[src/rtl/hilo_mdu.sv]
//==============================================================================
// Module   : hilo_mdu
// Brief    : Multi-cycle MULT/MULTU/DIV/DIVU unit that produces {hi, lo} and
//            drives the HI/LO write port. Optional: MDU_DIVZ_FAST_EN.
// Revision : 1.0 - initial release
//==============================================================================
`default_nettype none

module hilo_mdu (
    input  logic        clk,
    input  logic        rst,
    input  logic        start,
    input  logic [1:0]  op,
    input  logic [31:0] a,
    input  logic [31:0] b,
    input  logic        cancel,
    output logic        busy,
    output logic        valid,
    output logic [63:0] result,
    output logic        hilo_we,
    output logic [2:0]  flag
`ifdef MDU_DIVZ_FAST_EN
    ,
    output logic        divz
`endif
);

    typedef enum logic [2:0] {
        IDLE = 3'd0,
        MUL  = 3'd1,
        DIV  = 3'd2,
        FIX  = 3'd3,
        DONE = 3'd4
    } state_t;

    localparam logic [4:0]  c_last_iter = 5'd31;
    localparam logic [31:0] c_all_ones  = 32'hFFFF_FFFF;

    state_t      r_state;
    state_t      w_next;
    logic        w_launch;

    logic [1:0]  r_op;
    logic [31:0] r_a;
    logic [31:0] r_b;
    logic [31:0] r_div;
    logic [31:0] r_quo;
    logic [31:0] r_rem;
    logic [4:0]  r_cnt;
    logic [63:0] r_prod;

    logic        r_valid;
    logic        r_busy;
    logic [63:0] r_result;

    logic        w_signed;
    logic [63:0] w_mul_a;
    logic [63:0] w_mul_b;
    logic [63:0] w_product;
    logic [31:0] w_abs_a;
    logic [31:0] w_abs_b;
    logic [32:0] w_shift;
    logic [32:0] w_diff;
    logic        w_ge;
    logic [31:0] w_quo_fix;
    logic [31:0] w_rem_fix;
    logic        w_done;

    // MULT and DIV share op[0]=0 as the signed flavour
    assign w_signed  = ~r_op[0];
    assign w_mul_a   = {{32{w_signed & r_a[31]}}, r_a};
    assign w_mul_b   = {{32{w_signed & r_b[31]}}, r_b};
    assign w_product = w_mul_a * w_mul_b;

    assign w_abs_a = (~op[0] & a[31]) ? (32'd0 - a) : a;
    assign w_abs_b = (~op[0] & b[31]) ? (32'd0 - b) : b;

    // Restoring step: remainder < divisor, so the shifted value fits 33 bits
    assign w_shift = {r_rem, r_quo[31]};
    assign w_diff  = w_shift - {1'b0, r_div};
    assign w_ge    = ~w_diff[32];

    assign w_quo_fix = (w_signed & (r_a[31] ^ r_b[31])) ? (32'd0 - r_quo) : r_quo;
    assign w_rem_fix = (w_signed & r_a[31]) ? (32'd0 - r_rem) : r_rem;

    assign w_done = (r_state == DONE) && !cancel;

    always_ff @(posedge clk) begin
        if (rst) begin
            r_state <= IDLE;
        end else begin
            r_state <= w_next;
        end
    end

    always_comb begin
        w_next   = r_state;
        w_launch = 1'b0;
        if (cancel) begin
            w_next = IDLE;
        end else begin
            case (r_state)
                IDLE, DONE: begin
                    w_next = IDLE;
                    if (start) begin
                        w_launch = 1'b1;
`ifdef MDU_DIVZ_FAST_EN
                        w_next = (op[1] && (b != 32'd0)) ? DIV : MUL;
`else
                        w_next = op[1] ? DIV : MUL;
`endif
                    end
                end
                MUL:     w_next = DONE;
                DIV:     w_next = (r_cnt == c_last_iter) ? FIX : DIV;
                FIX:     w_next = DONE;
                default: w_next = IDLE;
            endcase
        end
    end

    always_ff @(posedge clk) begin
        if (rst) begin
            r_op     <= 2'd0;
            r_a      <= 32'd0;
            r_b      <= 32'd0;
            r_div    <= 32'd0;
            r_quo    <= 32'd0;
            r_rem    <= 32'd0;
            r_cnt    <= 5'd0;
            r_prod   <= 64'd0;
            r_valid  <= 1'b0;
            r_busy   <= 1'b0;
            r_result <= 64'd0;
        end else begin
            if (w_launch) begin
                r_op  <= op;
                r_a   <= a;
                r_b   <= b;
                r_quo <= w_abs_a;
                r_div <= w_abs_b;
                r_rem <= 32'd0;
                r_cnt <= 5'd0;
            end else begin
                case (r_state)
                    // A divide only reaches MUL when it is a fast divide-by-zero
                    MUL: r_prod <= r_op[1] ? {r_a, c_all_ones} : w_product;
                    DIV: begin
                        r_quo <= {r_quo[30:0], w_ge};
                        r_rem <= w_ge ? w_diff[31:0] : w_shift[31:0];
                        r_cnt <= r_cnt + 5'd1;
                    end
                    FIX: r_prod <= (r_b == 32'd0) ? {r_a, c_all_ones}
                                                  : {w_rem_fix, w_quo_fix};
                    default: ;
                endcase
            end

            r_valid <= w_done;
            if (w_done) begin
                r_result <= r_prod;
            end
            // Busy drops in the valid cycle even when a back-to-back op launched
            r_busy <= (w_next != IDLE) && (r_state != DONE);
        end
    end

`ifdef MDU_DIVZ_FAST_EN
    logic r_divz;

    always_ff @(posedge clk) begin
        if (rst) begin
            r_divz <= 1'b0;
        end else begin
            r_divz <= w_done && r_op[1] && (r_b == 32'd0);
        end
    end

    assign divz = r_divz;
`endif

    assign busy    = r_busy;
    assign valid   = r_valid;
    assign result  = r_result;
    assign hilo_we = r_valid;
    assign flag    = {3{r_valid}};

endmodule

`default_nettype wire

[config.mk]
export PLATFORM = sky130hd
export DESIGN_NAME = hilo_mdu
export DESIGN_NICKNAME = d
export VERILOG_FILES = /design/src/rtl/hilo_mdu.sv
export SDC_FILE = /design/constraint.sdc
export NUM_CORES = 2
export LEC_CHECK = 0
export ABC_AREA = 1
export CAP_MARGIN = 20
export CELL_PAD_IN_SITES_DETAIL_PLACEMENT = 1
export CELL_PAD_IN_SITES_GLOBAL_PLACEMENT = 1
export CORE_AREA = 2 2 544 276
export DETAILED_ROUTE_END_ITERATION = 8
export DIE_AREA = 0 0 546 278
export GPL_ROUTABILITY_DRIVEN = 0
export PLACE_DENSITY = 0.76
export SYNTH_ARGS = -nofsm -noshare
export SYNTH_HDL_FRONTEND = slang
export SYNTH_SLANG_ARGS = --single-unit
[constraint.sdc]
create_clock -name clk -period 20.8 [get_ports clk]
set_input_delay 4.16 -clock clk [delete_from_list [all_inputs] [get_ports clk]]
set_output_delay 4.16 -clock clk [all_outputs]
set_load 0.03 [all_outputs]
# Yosys cells after proc, flatten, opt, wreduce, memory -nomap -nowiden
# Cells that the tools add are included.
[word_totals] regBits=300 in_bits=70 output_inout_bits=70 elab_cells=65
[classes] add_sub_neg=6 n_mul=1 eq_ne=6 muxes=18 bitwise=10 reduce_logical=12
[op_table] operator="32-bit two-way mux" count=7
[op_table] operator="64-bit two-way mux" count=2
[op_table] operator="64-bit one-hot mux with 2 select lines" count=1
[op_table] operator="1-bit by 32-bit subtractor with 32-bit output (first input constant)" count=4
[op_table] operator="33-bit by 33-bit multiplier with 64-bit output" count=1
[op_table] operator="33-bit by 32-bit subtractor with 33-bit output" count=1
[op_table] operator="32-bit logical NOT" count=1
[op_table] operator="3-bit one-hot mux with 3 select lines" count=1
[op_table] operator="3-bit by 2-bit == test with 1-bit output (second input constant)" count=2
[op_table] operator="2-bit OR reduction" count=3
[op_table] operator="5-bit by 1-bit adder with 5-bit output (second input constant)" count=1
[op_table] operator="1-bit bitwise AND" count=5
[op_table] operator="5-bit == test (second input constant)" count=1
[op_table] operator="1-bit two-way mux" count=4
[op_table] operator="2-bit two-way mux" count=2
[op_table] operator="1-bit NOT" count=4
[op_table] operator="2-bit nonzero test" count=2
[op_table] operator="3-bit by 1-bit == test with 1-bit output (second input constant)" count=1
[op_table] operator="3-bit == test (second input constant)" count=1
[op_table] operator="3-bit logical NOT" count=1
[op_table] operator="3-bit two-way mux" count=1
[op_table] operator="3-bit != test (second input constant)" count=1
[op_table] operator="3-bit nonzero test" count=1
[op_table] operator="1-bit logical AND" count=2
[op_table] operator="3 further kinds" count=3

# Logic depth before layout (Yosys ltp)
[depth] word_depth=6 mapped_depth=37 ltp_nobuf=35

# Least setup slack after synthesis
# Ideal clock, no wire load.
[synth_timing] path_type="register -> register" from="register r_op[0]" to="register r_prod[54]" setup_ns=0.070 arrival_time_ns=7.410 required_time_ns=20.730 slack_ns=13.320 stages_incl_launch_ff=32 path_buffers=3 period_less_slack_ns=7.480 path_cell_list="dfxtp_1 > buf_2 > buf_1 > buf_1 > nor2_1 > fa_1 > inv_1 > fa_1 > inv_1 > fa_1 > fa_1 > inv_1 > fa_1 > inv_1 > fa_1 > inv_1 > fa_1 > fa_1 > inv_1 > ha_1 > nand2_1 > nor2_1 > inv_1 > nor3_1 > nand2_1 > nor3_1 > nand2_1 > nand3_1 > nand2_1 > nand3_1 > nand2_1 > a21oi_1"
[synth_via] elab_chain_cells=5 elab_cells_between_ends=8 classes_between="mul (1); mux (4); bitwise (3)"
[synth_lines] item="start, declared" line_no="43" source="logic [1:0] r_op;"
[synth_lines] item="start signal, assigned" line_no="137" source="r_op <= op;"
[synth_lines] item="1-bit NOT (*)" line_no="70" source="assign w_signed = ~r_op[0];"
[synth_lines] item="1-bit bitwise AND (on tied branches)" line_no="71, 84, 72"
[synth_lines] item="33-bit by 33-bit multiplier with 64-bit output or 32-bit two-way mux (tied branches)" line_no="73, 84"
[synth_lines] item="64-bit two-way mux (on tied branches)" line_no="147, 153"
[synth_lines] item="64-bit one-hot mux with 2 select lines (*)" line_no="145" source="case (r_state)"
[synth_lines] item="end signal, assigned" line_no="147" source="MUL: r_prod <= r_op[1] ? {r_a, c_all_ones} : w_product;"
[synth_lines] item="end signal, assigned" line_no="153" source="FIX: r_prod <= (r_b == 32'd0) ? {r_a, c_all_ones}"
[synth_lines] item="end, declared" line_no="50" source="logic [63:0] r_prod;"
# Mark *: on every way between the ends. The rest lies on a longest branch, timed or not.
# A chain may end at the register's enable or synchronous reset.

# Worst setup path after layout
[layout_timing] from="register r_op[0]" to="register r_prod[63]"
# The elaborated chain is that of the path after synthesis.

==> flow_summary.yaml <==
clock_tree:
  clk_pin_slew_worst_paths_ns: 0.08
  cts_buffers: 28
  cts_tree: "done"
  cts_resized: 0
  htreeDepth: 1
  cts.sinks: 299
  cts_hold_buffers: 0
  clockBufferDepth: 3
  clockRootBuffer: "clkbuf_16"
  clock_latency_ns: 0.67
  cts_setup_buffers: 0
setup_path:
  worst_r2r_endpoint: "r_prod[63]"
  crit_buf_inv: 7
  worst-path-max-fanout: 32
  critPathKind: "flip-flop to flip-flop"
  max_stage_delay_ns: 0.87
  worst-r2r-setup-slack_ns: 11.86
  cp_top_family: "adder cells"
  startpoint_type: "flip-flop"
  crit_arrival_ns: 9.50
  worstReg2RegStart: "r_op[0]"
  r2r_cells: 28
  critPathRequiredTime_ns: 21.36
  worst_path_max_delay_cell: "fa_1"
  crit_path_end_kind: "flip-flop"
drt:
  drc: 0
  drt.antenna.violating_nets: 0
  wl_met2_um: 93200
  via_per_inst: 5.56
  firstDrtPassIters: 6
  route.met3.wl_um: 34600
  top_layer: "met5"
  wirelength_um: 243000
  drtIter0Drc: 6382
  met1_length_um: 111000
  routedWlPerCell_um: 24.8
  dr_total_vias: 54500
layout:
  syn_to_final_growth_pct: 6.74
  regArea_mm2: 0.00599
  final_cells: 9813
  design_area_mm2: 0.0623
  nFillCells: 18500
  drive_gt1_frac: 0.0336
  fin_nets: 9250
  multiInputGateArea_mm2: 0.0435
placed_design:
  placement.cell_area_mm2: 0.0613
  numPortBuffers: 139
  dp.cells: 9759
  detailed_place_hpwl_um: 194000
  place_ws_ns: 12.13
power:
  ir_worst_vdd_mv: 0.0747
  p_int_w: 0.00152
  p_clk_frac: 0.201
  p_seq_frac: 0.192
  comb_power_share: 0.608
  p_sw_frac: 0.526
  leakage_nw: 32.4
  power_switching_w: 0.00169
  pwr_density_cell_mw_per_mm2: 51.5
synthesis:
  netlist_instances: 7956
  postSynthAreaPerCell_um2: 7.34
  yosysUniqueCellTypes: 65
  synth_area_mm2: 0.0584
  yosysTopAreaCell: "fa_1"
  yosys_warnings: 0
  syn_nets: 9403
  ys.flop_type: "dfxtp_1"
  ys_seq_area_frac: 0.103
  synth.area.top_cells: "fa_1 39%, nand2_1 13%, inv_1 12%"
  synth_edf_count: 0
  netlist.area_leader.share: 0.386
  async_flop_share: 0
  ys_ff_latch: 299
floorplanning:
  core_mm2: 0.147
  std_cell_rows: 100
  dieArea_mm2: 0.152
  io_pins: 140
  die_w_um: 546
  dieHeight_um: 278
  start_util: 0.396
timing:
  layout_setup_ws_ns: 11.86
  finalCritPeriodShare: 0.430
  fin_crit_ns: 8.94
  setup_tns_ns: 0
  grt_setup_unrepaired: "no"
  finalSetupViolations: 0
  max_freq_mhz: 112
  hold_viol: 0
  timing_max_transition_violations_final: 0
  clock_skew_ns: 0.0583
  max_slew_margin: 0.0728
  worstMarginPinSlew_ns: 1.38
  hold_ws_ns: 0.466
worst_hold_path:
  holdPathStages: 2
  hold_end: "result[3]"
  min_from: "result[3]"
  min_path_type: "flip-flop to flip-flop"
job:
  cap_violations: 0
grt:
  grt-ovfl-total: 0
  grt_pass1_vias: 57500
  antenna_found_initial: 2
  grt_start_max_net_pins: 94
  grt_pass1_wl_um: 369000
  track_usage: 0.322
status:
  status: "finished, final reports clean"
==> synth_stat cells (all sizes together) (16+ instances only) <==
cell	number
a211oi	21
a21oi	452
a31oi	24
buf	70
clkbuf	346
dfxtp	299
fa	1126
ha	251
inv	1929
nand2	2093
nand3	357
nand4	64
nor2	419
nor3	39
nor4	16
o211ai	36
o21ai	234
o21bai	32
xnor2	22
xor2	50
==> cells by family after synthesis <==
family                   share of synthesized area
buffers and inverters                        0.153
AND/OR/NAND/NOR                              0.214
XOR/XNOR                                    0.0108
AO/OA/AOI/OAI                               0.0793
flip-flops                                   0.103
adder cells (fa/ha/maj)                      0.440
==> power by group through the flow <==
stage	Clock, W	Combinational, W	Sequential [W]
floorplan	0	0.00117	0.000618
global placement	0	0.00181	0.000626
detailed placement	0	0.00187	0.000626
CTS	0.000636	0.00188	0.000613
global route	0.000659	0.00211	0.000616
finish	0.000644	0.00195	0.000615
==> cells in the final DEF (no fill, tap or decap), types with 7 or more instances in the layout <==
master / instances
o21ai_0: 215
buf_4: 92
nor2_2: 7
o21bai_1: 32
xor2_1: 50
o22ai_1: 14
fa_1: 1126
a21oi_1: 434
inv_2: 21
o211ai_1: 33
dfxtp_1: 299
a21oi_2: 18
nand2_4: 13
nand2_1: 2067
clkdlybuf4s50_1: 138
nor3_1: 31
nand4_1: 63
nor2_4: 7
nand3_2: 12
nand2_2: 13
xnor2_1: 22
inv_1: 1906
nand3_1: 344
clkbuf_16: 28
nor4_1: 15
a211oi_1: 21
nand3b_1: 14
ha_1: 251
nor2_1: 405
a31oi_1: 24
or2_2: 7
o21ai_1: 17
==> per-stage QoR <==
step,util,total power [W]
after global routing,0.423,0.00338
final,0.423,0.00321
after detailed placement,0.416,0.00250
after CTS,0.423,0.00313
after global placement,0.416,0.00243
after floorplan,-,0.00179
==> registers in the layout, indices dropped and copies added (netlist names), 5 cells and up <==
register	flops
r_a	32
r_cnt	5
r_prod	64
r_quo	32
result	64
r_div	31
r_rem	32
r_b	32
==> worst max-delay path by stage <==
stage	from	to	slack (ns)	cells after the start
2_1_floorplan	r_op[0]	r_prod[54]	13.32	31
3_3_place_gp	r_b[6]	r_prod[52]	12.31	28
3_5_place_dp	r_a[31]	r_prod[61]	12.13	27
4_1_cts	r_a[31]	r_prod[52]	12.07	28
5_1_grt	r_a[31]	r_prod[61]	11.42	27
6_report	r_op[0]	r_prod[63]	11.86	28
==> layer usage <==
metal | up-vias | track usage
li1 | 23100 | -
met1 | 28100 | 0.492
met4 | 2 | 0.0521
met2 | 3068 | 0.434
met3 | 285 | 0.114
met5 | - | 0.00750
==> final cells by class <==
class,instances,area share
Timing Repair Buffer,233,0.0338
Tap cell,1989,0.0399
Antenna cell,2,0.0000803
Clock buffer,31,0.0117
Sequential cell,299,0.0961
Multi-Input combinational cell,5311,0.697
Clock inverter,18,0.00468
Inverter,1930,0.116
==> worst reg2reg max path: cells and delay by family, from the launching register on <==
family / cells / cell delay [ns]
AOI/OAI and AO/OA: 1 / 0.11
adders and majority gates: 9 / 5.26
buffers and inverters: 7 / 1.45
DFF: 1 / 0.38
and+or+nand+nor: 11 / 1.67
(Power assumes the default switching activity.)
